`src/rtl/arb_pkg.sv`:
```
// Shared definitions for the grant/data stage: port count, output FSM state
// encoding and a helper turning a grant vector into a port index.
package arb_pkg;

  localparam int unsigned NPORT = 4;

  typedef enum logic {
    StEmpty = 1'b0,
    StFull  = 1'b1
  } state_e;

  // Index of the lowest set bit; 0 when nothing is set.
  function automatic logic [1:0] onehot_to_idx(input logic [NPORT-1:0] oh);
    logic [1:0] idx;
    logic       found;
    idx   = '0;
    found = 1'b0;
    for (int i = 0; i < int'(NPORT); i++) begin
      if (oh[i] && !found) begin
        idx   = 2'(i);
        found = 1'b1;
      end
    end
    return idx;
  endfunction

endpackage

```
`src/rtl/onehot_enc.sv`:
```
// Grant encoder: turns the arbiter grant vector into a port index plus a flag
// saying whether the grant may select a port.
// Build option GRANT_ONEHOT_CHK_EN: when defined only an exactly-one-hot grant
// is legal; otherwise any non-zero grant is legal and resolves to its lowest bit.
module onehot_enc
  import arb_pkg::*;
(
  input  logic [NPORT-1:0] grant,
  output logic [1:0]       idx,
  output logic             legal
);

  // Index decode and legality check are purely combinational.
  always_comb begin
    idx = onehot_to_idx(grant);
`ifdef GRANT_ONEHOT_CHK_EN
    // Non-zero with no second bit set.
    legal = (grant != '0) && ((grant & (grant - NPORT'(1))) == '0);
`else
    legal = (grant != '0);
`endif
  end

endmodule

```
`src/rtl/grant_data_stage.sv`:
```
// Output register stage behind a 4-port round-robin arbiter. Captures the
// granted port's beat into a single-entry slot, acknowledges it with a
// one-cycle in_ack pulse and counts beats taken during the current grant.
// Build option GRANT_ONEHOT_CHK_EN: multi-hot grants are refused and flagged on
// the sticky grant_err output; without it they resolve to the lowest set bit
// and grant_err is tied low.
module grant_data_stage
  import arb_pkg::*;
#(
  parameter int unsigned DW    = 8,
  parameter int unsigned CNT_W = 4
) (
  input  logic                clk,
  input  logic                rst_n,
  input  logic [NPORT-1:0]    grant,
  input  logic [NPORT-1:0]    in_valid,
  input  logic [NPORT*DW-1:0] in_data,
  output logic [NPORT-1:0]    in_ack,
  output logic                out_valid,
  input  logic                out_ready,
  output logic [DW-1:0]       out_data,
  output logic [1:0]          out_src,
  output logic [CNT_W-1:0]    beat_cnt,
  output logic                grant_err
);

  state_e           state_q, state_d;
  logic [DW-1:0]    data_q, data_d;
  logic [1:0]       src_q, src_d;
  logic [CNT_W-1:0] cnt_q, cnt_d;
  logic [NPORT-1:0] grant_q;

  logic [1:0]       grant_idx;
  logic             grant_legal;
  logic [DW-1:0]    sel_data;
  logic             sel_valid;
  logic             slot_free;
  logic             capture;

  onehot_enc u_onehot_enc (
    .grant (grant),
    .idx   (grant_idx),
    .legal (grant_legal)
  );

  // Select the granted port and decide whether its beat is taken this cycle.
  always_comb begin
    sel_data = '0;
    for (int i = 0; i < int'(NPORT); i++) begin
      if (2'(i) == grant_idx) begin
        sel_data = in_data[i*DW +: DW];
      end
    end
    sel_valid = in_valid[grant_idx];
    slot_free = (state_q == StEmpty) || out_ready;
    // Gating with rst_n keeps in_ack quiet while reset is held.
    capture   = rst_n && slot_free && grant_legal && sel_valid;
    in_ack    = capture ? (NPORT'(1) << grant_idx) : '0;
  end

  // Next state of the slot, its payload and the per-tenure beat counter.
  always_comb begin
    state_d = state_q;
    data_d  = data_q;
    src_d   = src_q;
    cnt_d   = cnt_q;
    if (capture) begin
      state_d = StFull;
      data_d  = sel_data;
      src_d   = grant_idx;
    end else if (out_ready) begin
      state_d = StEmpty;
    end
    // A new grant value starts a new tenure; the capture in that cycle is its first beat.
    if (grant != grant_q) begin
      cnt_d = capture ? CNT_W'(1) : '0;
    end else if (capture && (cnt_q != '1)) begin
      cnt_d = cnt_q + CNT_W'(1);
    end
  end

  // Output FSM with registered payload; reset discards any held beat.
  always_ff @(posedge clk or negedge rst_n) begin
    if (!rst_n) begin
      state_q <= StEmpty;
      data_q  <= '0;
      src_q   <= '0;
      cnt_q   <= '0;
      grant_q <= '0;
    end else begin
      state_q <= state_d;
      data_q  <= data_d;
      src_q   <= src_d;
      cnt_q   <= cnt_d;
      grant_q <= grant;
    end
  end

`ifdef GRANT_ONEHOT_CHK_EN
  logic err_q, err_d;

  // Any multi-hot grant latches the error until reset.
  always_comb begin
    err_d = err_q | ((grant != '0) && !grant_legal);
  end

  // Sticky error flag.
  always_ff @(posedge clk or negedge rst_n) begin
    if (!rst_n) begin
      err_q <= 1'b0;
    end else begin
      err_q <= err_d;
    end
  end

  assign grant_err = err_q;
`else
  assign grant_err = 1'b0;
`endif

  assign out_valid = (state_q == StFull);
  assign out_data  = data_q;
  assign out_src   = src_q;
  assign beat_cnt  = cnt_q;

endmodule

```
`config.mk`:
```
export PLATFORM = sky130hd
export DESIGN_NAME = grant_data_stage
export DESIGN_NICKNAME = d
export VERILOG_FILES = /design/src/rtl/arb_pkg.sv /design/src/rtl/onehot_enc.sv /design/src/rtl/grant_data_stage.sv
export SDC_FILE = /design/constraint.sdc
export NUM_CORES = 1
export LEC_CHECK = 0
export ABC_AREA = 1
export CAP_MARGIN = 25
export CORE_UTILIZATION = 30
export DETAILED_ROUTE_END_ITERATION = 6
export GPL_ROUTABILITY_DRIVEN = 1
export GPL_TIMING_DRIVEN = 1
export PLACE_DENSITY = 0.67
export SYNTH_ARGS = -nofsm -noshare
export SYNTH_HDL_FRONTEND = slang
export SYNTH_SLANG_ARGS = --single-unit
```
`constraint.sdc`:
```
create_clock -name clk -period 1.4 [get_ports clk]
set_clock_uncertainty 0.1 [all_clocks]
set_input_delay 0.28 -clock clk [delete_from_list [all_inputs] [get_ports clk]]
set_output_delay 0.28 -clock clk [all_outputs]
set_load 0.01 [all_outputs]
```
==> metrics, run 1 <==
CTS tree=yes; initial antenna violation count=0; First-pass DRT Iterations=4; clock-pin slew on the worst setup and hold paths=70 ps; top-area cell type share of the netlist area=40.7%; DRT Wirelength=3250 µm; Tmin final=1730 ps; number of synthesized register bits=19; top cells by instance count after synthesis=nand2_1 (60), dfrtp_1 (19), inv_1 (19), nor2_1 (19), nand3_1 (18); first-pass GRT wire length=5530 µm; Num CTS Buffers=3; R2R setup slack=-130 ps; Pwr Total=1.67 mW; hold slack final=56.3 ps; clk sinks=19; Top FF cell, synth=dfrtp_1; CP Capture Type=output pin; Starting Density=31.6%; floorplan core area=3690 µm²; Synth-to-Final Area Change=86.0%; setup ws final=-327 ps; Longest Clk Path Bufs=2; YS warnings=0; Worst Path Max Fanout=7; period utilization=123%; Avg WL per Cell=10.3 µm; count leader, synth=nand2_1; Nets=313; Post-synth ARST share=100%; worst skew pair latency=250 ps; I/O pin cnt=63; global route overflow=0; 1st-iter DRT viols=51; power per cell area=770 nW/µm²; final standard cell area without fillers=2170 µm²; Row Count=22; htree depth=1; DIE AREA=4140 µm²; final setup TNS=-2170 ps; LEAKAGE=1.17 nW; failing checks=setup timing; maximum vdd ir drop=389 µV; CP Launch Type=flip-flop; post-route antenna net violation count=0; final hold violation count=0; largest net degree at the start of global routing=20; max-slew violations=0; register area share after synthesis=40.7%; Chip Height=64.4 µm; routed vias/inst=4.26; RSZ-0062 raised after global routing=true; routed vias=1346; Critical Path RT=1020 ps; root buffer cell=clkbuf_8; GR Util All Layers=17.3%; FILL cells=375; synthesized area=1170 µm²; layout cells sized above 1=27.6%; DP HPWL=2540 µm; fmax=579 MHz; Setup Viol. Count Final=16; most area-consuming cells after synthesis=dfrtp_1 (41%), nand2_1 (19%), nand3_1 (7.7%); Post-Syn Instances=168; RePlAce Congestion=0.824; placed cell areas=2060 µm²; Die W=64.4 µm; ANT cells=0; Unique masters post-synth=22; Layout Utilization=58.9%; CP arrival=1350 ps; EDFF count, synth=0; # DRC=0; mean post-synth cell area=6.95 µm²; syn nets=212; Worst Hold Class=primary input to asynchronous set/reset pin; CP Class=flip-flop to output pin; largest area contributor in the netlist=dfrtp_1; max-cap viol count=0; status=finished, violations left; I/O Buffers=61; vias in the first global route=1244
-- power by group --
group	internal (mW)	switching, mW
sequential	0.634	0.0418
clock	0.198	0.182
combinational	0.333	0.284
-- critical path: stages, from the launching register on --
cell	delay, ps
dfrtp_1	390
inv_2	60
o21ai_2	70
a31oi_4	190
nand2_4	130
nor3_4	110
buf_2	150
-- state kept, by name (all words and copies together) (netlist names) --
signal and count:
out_data 8, beat_cnt 4, grant_q 4, out_src 2
out_valid 1
-- timing repair --
item / CTS / global route
hold buffers: 0 / 0
endpoints found under the setup margin: 34 / 19
pin swaps: 5 / 6
resized for setup: 58 / 16
buffers inserted: 6 / 2
-- per-layer routing --
| metal | up-vias | routed length [µm] | GRT usage (%) |
|---|---|---|---|
| met4 | 0 | 37 | 4.72 |
| met5 | - | 0 | 0 |
| li1 | 722 | - | - |
| met1 | 579 | 1470 | 21.5 |
| met3 | 4 | 163 | 4.11 |
| met2 | 41 | 1580 | 29.5 |
-- cell type report --
type / instances / area, µm² / share of cell area (%)
Multi-Input combinational cell: 126 / 666 / 30.7
Clock buffer: 3 / 41.3 / 1.90
Timing Repair Buffer: 98 / 840 / 38.7
Tap cell: 48 / 60.1 / 2.77
Inverter: 21 / 83.8 / 3.86
Clock inverter: 1 / 5.00 / 0.231
Sequential cell: 19 / 475 / 21.9
-- cell families (layout without fill, tap and decap cells) --
kind of cell / after synthesis / in the layout / share of synthesized area (%)
buffers and inverters: 23 / 123 / 8.36
and+or+nand+nor: 104 / 104 / 38.4
other: 1 / 1 / 0.321
adders and majority gates: 1 / 1 / 1.07
AOI/OAI and AO/OA: 14 / 14 / 6.64
DFF: 19 / 19 / 40.7
xor gates and xnor gates: 6 / 6 / 4.50
-- placed cells by master (no fill, tap or decap), drive strengths merged --
master and instances:
inv 21, dlygate4sd2 20, nor3 1, xor2 5
nor2 21, o21ai 13, dfrtp 19, a31oi 1
nand2 62, buf 43, nand3 19, conb 1
clkbuf 5, xnor2 1, ha 1, clkinv 1
or2 1, clkdlybuf4s50 33
-- path summary, 6_finish.rpt --
check                                   startpoint                      end  depth (start not counted)
max                          out_valid$_DFFE_PN0P_                in_ack[0]                          6
min                                          rst_n  beat_cnt[0]$_DFFE_PN0P_                          2
max reg2reg                  out_valid$_DFFE_PN0P_  out_data[2]$_DFFE_PN0P_                          9
min reg2reg                out_data[3]$_DFFE_PN0P_  out_data[3]$_DFFE_PN0P_                          2
max in group asynchronous                    rst_n     grant_q[2]$_DFF_PN0_                          2
min in group clk                          grant[1]     grant_q[1]$_DFF_PN0_                          2
-- stage by stage --
step	std cells	worst slack, ps
6_report	316	-327
5_1_grt	316	-411
4_1_cts	314	-348
3_5_place_dp	304	-1080
3_3_place_gp	304	-1070
2_1_floorplan	168	-169
Power figures use the tool's default switching activity.
==> run 2: changes to the inputs <==
Settings changed: SKIP_LAST_GASP from default to 1.
==> run 2 against run 1 <==
Against the previous run: the flow still finishes with violations (setup timing); sequential power is essentially flat; non-clock buffer count is the same; utilization shrank 0.14 points; maximum frequency is essentially flat; critical path type unchanged; sequential share of layout area grew 0.051 points.
==> metrics, run 2 (synthesis gave the netlist of run 1 again) <==
most common cell after layout, fill and taps aside=nand2_1; family with the most delay on the worst path=flip-flops; GR Util All Layers=17.3%; NetSw=504 µW; max-cap viol count=0; Worst Path Max Fanout=7; # DRC=0; most frequent cells in the layout=nand2_1 (59), buf_4 (36), clkdlybuf4s50_1 (33), dlygate4sd2_1 (20), dfrtp_1 (19); final hold violation count=0; Nets=313; RSZ-0062 raised after global routing=true; first-pass GRT wire length=5530 µm; DIE AREA=4140 µm²; First-pass DRT Iterations=4; worst skew pair latency=250 ps; Worst Hold Class=primary input to asynchronous set/reset pin; DRT Wirelength=3240 µm; clock-pin slew on the worst setup and hold paths=70 ps; failing checks=setup timing; CP Launch Type=flip-flop; CP Capture Type=output pin; RePlAce Congestion=0.824; max reg flops=8; Comb power frac=36.8%; Clock Power Share=22.6%; status=finished, violations left; vias in the first global route=1246; crit path launch=out_valid$_DFFE_PN0P_; Row Count=22; final standard cell area without fillers=2170 µm²; WP buf/inv=2; routed vias/inst=4.24; Synth-to-Final Area Change=85.5%; Sequential Power Share=40.5%; worst reg2reg path startpoint=out_valid$_DFFE_PN0P_; maximum vdd ir drop=389 µV; Die W=64.4 µm; Num CTS Buffers=3; root buffer cell=clkbuf_8; ANT cells=0; Starting Density=31.6%; Chip Height=64.4 µm; Setup Viol. Count Final=16; FILL cells=377; CTS Hold Bufs=0; max-slew violations=0; fmax=580 MHz; LEAKAGE=1.17 nW; routed vias=1340; Net Sw Frac=30.2%; CP peak stage delay=390 ps; Avg WL per Cell=10.3 µm; CP Class=flip-flop to output pin; CTS tree=yes; floorplan core area=3690 µm²; htree depth=1; placed cell areas=2060 µm²; CP arrival=1350 ps; period utilization=123%; largest net degree at the start of global routing=20; Critical Path RT=1020 ps; 1st-iter DRT viols=59; layout cells sized above 1=27.2%; Tmin final=1730 ps; setup ws final=-326 ps; Longest Clk Path Bufs=2; area of the multi-input gates=661 µm²; Int Pwr=1.16 mW; power per cell area=770 nW/µm²; initial antenna violation count=0; CP Cell Sequence=inv_2, o21ai_2, a31oi_4, nand2_4, nor3_4, buf_2; DP HPWL=2540 µm; I/O Buffers=61; Pwr Total=1.67 mW; global route overflow=0; I/O pin cnt=63; post-route antenna net violation count=0; hold slack final=56.1 ps; slowest library cell on the worst path=dfrtp_1; Seq. cell area=475 µm²; clk sinks=19
[run 2: power by group through the flow]
stage	Combinational (mW)	Sequential (mW)	Clock, mW
global placement	0.632	0.692	0
global route	0.681	0.690	0.426
CTS	0.608	0.677	0.396
floorplan	0.197	0.728	0
detailed placement	0.637	0.694	0
finish	0.614	0.676	0.378
[run 2: timing repair]
item,CTS,global route
pin swaps,4,4
gates resized for setup,57,15
hold endpoints to repair,0,0
setup buffers,6,2
endpoints found under the setup margin,34,19
[run 2: path summary, 6_finish.rpt]
kind,cells after the start,endpoint,slack [ps]
max,6,in_ack[0],-330
max reg2reg,9,out_data[2]$_DFFE_PN0P_,-130
min reg2reg,2,out_data[3]$_DFFE_PN0P_,370
max in group asynchronous,2,grant_q[2]$_DFF_PN0_,940
min,2,beat_cnt[0]$_DFFE_PN0P_,60
min in group clk,2,grant_q[1]$_DFF_PN0_,210
[run 2: layout make-up]
| class | count | share of cell area, % |
|---|---|---|
| flip-flops and latches | 19 | 22.0 |
| clock inverters | 1 | 0.231 |
| well taps | 48 | 2.77 |
| clock buffers | 3 | 1.91 |
| repair buffers | 98 | 38.8 |
| inverters | 21 | 3.87 |
| multi-input cells | 126 | 30.5 |
[run 2: per-layer routing]
metal	global-route usage, %	vias up	wire, µm
li1	-	723	-
met1	21.5	572	1480
met2	29.5	41	1570
met5	0	-	0
met4	4.72	0	37
met3	4.11	4	163
[run 2: stage by stage]
step	setup WS, ps	util [%]	instances	setup TNS [ps]
after floorplan	-169	-	168	-612
after global placement	-1070	55.7	304	-13640
after detailed placement	-1080	55.7	304	-14040
after CTS	-348	58.2	314	-2340
after global routing	-411	58.7	316	-3560
final	-326	58.7	316	-2160
